--- config.mk ---
export PLATFORM = sky130hd
export DESIGN_NAME = lane_scan_display_flat
export DESIGN_NICKNAME = d
export VERILOG_FILES = /design/src/rtl/lane_scan_display_if.sv /design/src/rtl/lane_scan_display.sv /design/src/flat_wrapper.sv
export SDC_FILE = /design/constraint.sdc
export NUM_CORES = 1
export LEC_CHECK = 0
export CAP_MARGIN = 10
export CORE_ASPECT_RATIO = 0.9
export CORE_MARGIN = 8
export CORE_UTILIZATION = 59
export CTS_BUF_LIST = sky130_fd_sc_hd__clkbuf_4
export DETAILED_ROUTE_END_ITERATION = 7
export PLACE_DENSITY_LB_ADDON = 0.05
export SLEW_MARGIN = 20
export SYNTH_ARGS = -nofsm -noshare
export SYNTH_HDL_FRONTEND = slang
export SYNTH_SLANG_ARGS = --single-unit
--- constraint.sdc ---
create_clock -name CLK -period 7.8 [get_ports CLK]
set_input_delay 2.34 -clock CLK [delete_from_list [all_inputs] [get_ports CLK]]
set_output_delay 2.34 -clock CLK [all_outputs]
set_load 0.01 [all_outputs]
--- src/rtl/lane_scan_display_if.sv ---
//------------------------------------------------------------------------------
// Module      : lane_scan_display_if
// Description : Frame handshake bundle between the game logic and the display.
// Revision    : 1.0
//------------------------------------------------------------------------------
`default_nettype none

interface lane_scan_display_if #(
    parameter int NUM_DIGITS = 8
);
    logic [2*NUM_DIGITS-1:0] obstacle;
    logic                    jump;
    logic                    frame_valid;
    logic                    frame_ready;

    modport master (
        output obstacle,
        output jump,
        output frame_valid,
        input  frame_ready
    );

    modport slave (
        input  obstacle,
        input  jump,
        input  frame_valid,
        output frame_ready
    );
endinterface

`default_nettype wire

--- src/rtl/lane_scan_display.sv ---
//------------------------------------------------------------------------------
// Module      : lane_scan_display
// Description : Double-buffered, time-multiplexed seven-segment lane display
//               with collision flag and game-over blink.
// Revision    : 1.0
//------------------------------------------------------------------------------
`default_nettype none

module lane_scan_display #(
    parameter int NUM_DIGITS  = 8,
    parameter int REFRESH_DIV = 100000,
    parameter int BLINK_DIV   = 32
) (
    input  wire logic                  CLK,
    input  wire logic                  RST,
    lane_scan_display_if.slave         frame,
    input  wire logic                  blink_en,
    output logic [NUM_DIGITS-1:0]      AN,
    output logic [7:0]                 S,
    output logic                       collision,
    output logic                       frame_done
);

    localparam int c_IDX_W = $clog2(NUM_DIGITS);
    localparam int c_REF_W = $clog2(REFRESH_DIV);
    localparam int c_BLK_W = (BLINK_DIV > 1) ? $clog2(BLINK_DIV) : 1;
    localparam int c_OBS_W = 2 * NUM_DIGITS;

    localparam logic [c_IDX_W-1:0] c_LAST_IDX = c_IDX_W'(NUM_DIGITS - 1);
    localparam logic [c_REF_W-1:0] c_LAST_REF = c_REF_W'(REFRESH_DIV - 1);
    localparam logic [c_BLK_W-1:0] c_LAST_BLK = c_BLK_W'(BLINK_DIV - 1);

    logic [c_REF_W-1:0]    r_refresh;
    logic [c_IDX_W-1:0]    r_index;
    logic [c_BLK_W-1:0]    r_blink_cnt;
    logic                  r_blank;
    logic [c_OBS_W-1:0]    r_shadow_obs;
    logic                  r_shadow_jump;
    logic                  r_full;
    logic [c_OBS_W-1:0]    r_active_obs;
    logic                  r_active_jump;
    logic                  r_collision;
    logic                  r_done;
    logic [NUM_DIGITS-1:0] r_an;
    logic [7:0]            r_s;

    logic                  w_tc;
    logic                  w_wrap;
    logic [c_IDX_W-1:0]    w_pos;
    logic [1:0]            w_code;
    logic [7:0]            w_seg;
    logic [NUM_DIGITS-1:0] w_an;
    logic                  w_shadow_coll;

    assign w_tc   = (r_refresh == c_LAST_REF);
    assign w_wrap = w_tc && (r_index == c_LAST_IDX);

    // Collision is judged on the frame about to become active.
    assign w_shadow_coll = r_shadow_jump ? r_shadow_obs[c_OBS_W-1] : r_shadow_obs[c_OBS_W-2];

    always_ff @(posedge CLK or posedge RST) begin
        if (RST) begin
            r_refresh <= '0;
            r_index   <= '0;
        end else if (w_tc) begin
            r_refresh <= '0;
            r_index   <= w_wrap ? '0 : r_index + c_IDX_W'(1);
        end else begin
            r_refresh <= r_refresh + c_REF_W'(1);
        end
    end

    always_ff @(posedge CLK or posedge RST) begin
        if (RST) begin
            r_blink_cnt <= '0;
            r_blank     <= 1'b0;
        end else if (!blink_en) begin
            r_blink_cnt <= '0;
            r_blank     <= 1'b0;
        end else if (w_wrap) begin
            if (r_blink_cnt == c_LAST_BLK) begin
                r_blink_cnt <= '0;
                r_blank     <= ~r_blank;
            end else begin
                r_blink_cnt <= r_blink_cnt + c_BLK_W'(1);
            end
        end
    end

    // Swap and accept are mutually exclusive: accepting needs an empty shadow,
    // swapping needs a full one, so a wrap-cycle frame waits for the next wrap.
    always_ff @(posedge CLK or posedge RST) begin
        if (RST) begin
            r_shadow_obs  <= '0;
            r_shadow_jump <= 1'b0;
            r_full        <= 1'b0;
            r_active_obs  <= '0;
            r_active_jump <= 1'b0;
            r_collision   <= 1'b0;
            r_done        <= 1'b0;
        end else begin
            r_done <= 1'b0;
            if (w_wrap && r_full) begin
                r_active_obs  <= r_shadow_obs;
                r_active_jump <= r_shadow_jump;
                r_collision   <= w_shadow_coll;
                r_done        <= 1'b1;
                r_full        <= 1'b0;
            end else if (frame.frame_valid && !r_full) begin
                r_shadow_obs  <= frame.obstacle;
                r_shadow_jump <= frame.jump;
                r_full        <= 1'b1;
            end
        end
    end

    always_comb begin
        w_pos  = c_LAST_IDX - r_index;
        w_code = r_active_obs[{w_pos, 1'b0} +: 2];
        w_seg  = 8'h00;
        w_seg[3] = w_code[0];
        w_seg[0] = w_code[1];
        if (w_pos == c_LAST_IDX) begin
            w_seg[4] = ~r_active_jump;
            w_seg[5] = r_active_jump;
            w_seg[7] = r_collision;
        end
        w_an = r_blank ? {NUM_DIGITS{1'b1}} : ~(NUM_DIGITS'(1) << w_pos);
    end

    always_ff @(posedge CLK or posedge RST) begin
        if (RST) begin
            r_an <= {NUM_DIGITS{1'b1}};
            r_s  <= 8'hFF;
        end else begin
            r_an <= w_an;
            r_s  <= ~w_seg;
        end
    end

    assign AN                = r_an;
    assign S                 = r_s;
    assign collision         = r_collision;
    assign frame_done        = r_done;
    assign frame.frame_ready = ~r_full;

endmodule

`default_nettype wire

--- src/flat_wrapper.sv ---
// flat-port wrapper written by rule: the top's interface ports become plain ports
module lane_scan_display_flat 
#(
    parameter int NUM_DIGITS  = 8,
    parameter int REFRESH_DIV = 100000,
    parameter int BLINK_DIV   = 32
)
  (CLK, RST, blink_en, AN, S, collision, frame_done, frame_obstacle, frame_jump, frame_frame_valid, frame_frame_ready);
  lane_scan_display_if #(.NUM_DIGITS(NUM_DIGITS)) frame_i ();
  input  wire logic CLK;
  input  wire logic RST;
  input  wire logic blink_en;
  output logic [NUM_DIGITS-1:0] AN;
  output logic [7:0] S;
  output logic collision;
  output logic frame_done;
  input wire logic [$bits(frame_i.obstacle)-1:0] frame_obstacle;
  input wire logic [$bits(frame_i.jump)-1:0] frame_jump;
  input wire logic [$bits(frame_i.frame_valid)-1:0] frame_frame_valid;
  output wire logic [$bits(frame_i.frame_ready)-1:0] frame_frame_ready;
  assign frame_i.obstacle = frame_obstacle;
  assign frame_i.jump = frame_jump;
  assign frame_i.frame_valid = frame_frame_valid;
  assign frame_frame_ready = frame_i.frame_ready;
  lane_scan_display #(.NUM_DIGITS(NUM_DIGITS), .REFRESH_DIV(REFRESH_DIV), .BLINK_DIV(BLINK_DIV)) u_core (.CLK(CLK), .RST(RST), .frame(frame_i), .blink_en(blink_en), .AN(AN), .S(S), .collision(collision), .frame_done(frame_done));
endmodule
==> impl_metrics.py <==
metrics = {
    "outcome": {
        "outcome": "finished clean",
    },
    "worst_hold_path": {
        "hold_class": "flop to flop",
    },
    "sta": {
        "min_period_over_period_pct": 49.37,
        "setup_violations": 0,
        "finClkSkew_ns": 0.01110,
        "worst_pin_slew_ns": 1.000,
        "holdWs_ns": 0.4295,
        "period_minus_slack_ns": 3.851,
        "max_freq_ghz": 0.2597,
        "max_slew_margin_pct": 32.76,
        "finalWorstSetupSlack_ns": 3.949,
        "finalHoldViolCount": 0,
        "slew_violations": 0,
        "setup_tns_ns": 0,
        "rsz0062_at_grt": "no",
    },
    "cts": {
        "clock_path_buffers": 2,
        "cts_tree": "built",
        "cts_hold_buf": 0,
        "clkSinkCount": 76,
        "numCtsBuffers": 9,
        "clk_pin_slew_worst_paths_ns": 0.13,
        "cts.repair.resized": 0,
        "clock_latency_ns": 0.42,
        "htree_levels": 3,
        "cts_setup_buffers": 0,
        "root_buffer": "clkbuf_4",
    },
    "power": {
        "power_frac_comb_pct": 4.8,
        "power.switching_uw": 160.2,
        "pwr-share-clk_pct": 32.4,
        "power_uw": 656.1,
        "power_frac_seq_pct": 62.8,
        "power_density_nw_per_um2": 169.1,
        "ir_drop_uv": 144.5,
        "intPower_uw": 495.9,
        "p_leak_nw": 1.811,
        "switching_share_pct": 24.41,
    },
    "global_routing": {
        "antenna_found_initial": 0,
        "grt_start_max_net_pins": 77,
        "grt_pass1_vias": 2068,
        "use_met3_pct": 6.034,
        "grt_overflow": 0,
        "grt_use_total_pct": 15.18,
        "grt-busiest-layer": "met2",
        "grt_util_met2_pct": 23.76,
        "use_met1_pct": 19.07,
        "grt_pass1_wl_um": 9832,
    },
    "cells_and_area": {
        "nets": 324,
        "finalInstanceArea_um2": 3881,
        "syn_to_final_growth_pct": 16.09,
        "mostFrequentLayoutCell": "dfrtp_1",
        "fin_cells": 369,
        "drive_gt1_share_pct": 25.42,
        "num_antenna_cells": 0,
        "utilization_pct": 69.77,
        "fillers": 412,
        "final_cell_mix": "63 x dfrtp_1, 36 x clkdlybuf4s50_1, 27 x mux2_2",
    },
    "placed_design": {
        "dpl.hpwl_um": 3883,
        "place_inst": 353,
        "place.gp.congestion": 0.7736,
        "post-place-ws_ns": 3.565,
        "io_buffers": 36,
        "place_area_um2": 3756,
    },
    "yosys": {
        "ys_ff_latch": 76,
        "yosysWarnings": 0,
        "synth.area.top_cells": "dfrtp_1 47%, dfstp_2 10%, mux2_2 9.1%",
        "netlist_area_um2": 3343,
        "syn_avg_cell_area_um2": 13.21,
        "ys_types": 41,
        "synth_top_area_cell": "dfrtp_1",
        "synth_seq_area_share_pct": 57.37,
        "synth_top_area_share_pct": 47.16,
        "synthCells": 253,
    },
    "die": {
        "die_h_um": 87.41,
        "die-area_um2": 8334,
        "die_w_um": 95.35,
        "design.core.area_um2": 5563,
        "row_count": 26,
        "io_pins": 40,
        "start_util_pct": 60.10,
    },
    "routing": {
        "wl_um": 5647,
        "ant_nets": 0,
        "drc": 0,
        "viasPerCell": 5.439,
        "first_iter_violations": 69,
        "drt-pass1-iter-count": 4,
        "wire_per_inst_um": 15.30,
        "routed-via-count": 2007,
    },
    "setup_path": {
        "crit_fanout": 5,
        "cp.required_ns": 5.46,
        "crit_path_start_kind": "flop",
        "worstSetupPathType": "flop to output pin",
        "cp.arrival_ns": 1.51,
        "critPathCaptureType": "output pin",
    },
    "job": {
        "max_cap_viol_count": 0,
    },
}
-- logic make-up after synthesis --
logic type                 Yosys count  share of synthesized area, %
AOI/OAI and AO/OA                    9                         1.834
xor gates and xnor gates            14                         3.668
adders and majority gates            9                         3.368
buffers and inverters               18                         2.620
DFF                                 76                         57.37
muxes                               46                         17.63
other                                1                        0.1122
and+or+nand+nor                     80                         13.40
-- power by group through the flow --
| stage | clock [mW] | combinational [mW] | sequential (mW) |
|---|---|---|---|
| 3_3_place_gp | 0 | 0.0314 | 0.419 |
| 3_5_place_dp | 0 | 0.0323 | 0.420 |
| 5_1_grt | 0.238 | 0.0357 | 0.414 |
| 4_1_cts | 0.221 | 0.0325 | 0.412 |
| 6_report | 0.213 | 0.0316 | 0.412 |
| 2_1_floorplan | 0 | 0.0199 | 0.417 |
-- final timing paths --
path / slack (ns) / from / to / depth (start not counted)
min in group asynchronous: 2.50 / RST / u_core.r_shadow_obs[3] / 3
max in group asynchronous: 4.71 / RST / u_core.r_blink_cnt[1] / 3
worst max-delay path: 3.95 / u_core.r_full / frame_frame_ready / 2
worst min-delay path: 0.43 / u_core.r_active_jump / u_core.S[5] / 1
worst min register to register: 0.43 / u_core.r_active_jump / u_core.S[5] / 1
worst max register to register: 5.23 / u_core.r_refresh[0] / u_core.r_active_obs[5] / 5
-- Yosys cell counts --
master / count
ha_1: 9
nand3b_1: 1
xnor2_1: 8
conb_1: 1
or4bb_1: 1
o22ai_1: 2
o21ai_0: 3
mux4_2: 4
nor2b_1: 3
nor2_1: 18
o311ai_0: 1
nor4_2: 1
nor4_4: 1
buf_4: 3
o2111a_1: 1
nand4b_1: 1
inv_1: 8
buf_6: 1
nor3_1: 2
mux2_4: 9
a31oi_1: 1
xor2_1: 6
dfrtp_1: 63
and4b_1: 1
or3_1: 1
nand2b_1: 6
and3_1: 2
nor3b_1: 1
mux2i_1: 6
nand4_4: 1
nor4_1: 2
clkbuf_1: 5
nand2_1: 21
o21a_1: 1
mux2_2: 27
or4b_4: 1
nand4_1: 7
buf_2: 1
nand3_1: 8
and2_1: 1
dfstp_2: 13
-- layer usage --
layer | part of all wire (%) | vias up
met2 | 47 | 46
li1 | - | 960
met5 | 0 | -
met3 | 5.5 | 6
met1 | 47 | 995
met4 | 0.85 | 0
-- sequential cells by signal, indices dropped and copies added, names as in the netlist --
signal                count
u_core.collision          1
u_core.r_refresh         17
u_core.r_active_obs      16
u_core.frame_done         1
u_core.r_active_jump      1
u_core.r_shadow_obs      16
u_core.S                  5
u_core.r_index            3
u_core.r_blank            1
u_core.r_shadow_jump      1
u_core.r_blink_cnt        5
u_core.r_full             1
u_core.AN                 8
-- cell type report --
| class | instances | area [um2] | share of cell area [%] |
|---|---|---|---|
| Clock buffer | 10 | 75.07 | 1.934 |
| Sequential cell | 76 | 1918 | 49.42 |
| Tap cell | 70 | 87.58 | 2.257 |
| Clock inverter | 6 | 50.05 | 1.289 |
| Inverter | 8 | 30.03 | 0.7737 |
| Multi-Input combinational cell | 161 | 1345 | 34.66 |
| Timing Repair Buffer | 38 | 375.4 | 9.671 |
-- critical path, stage by stage, from the launching register on --
cell             delay [ns]
dfrtp_1                0.48
inv_1                  0.08
clkdlybuf4s50_1        0.53
No activity file was read; power rests on OpenSTA's default activity.
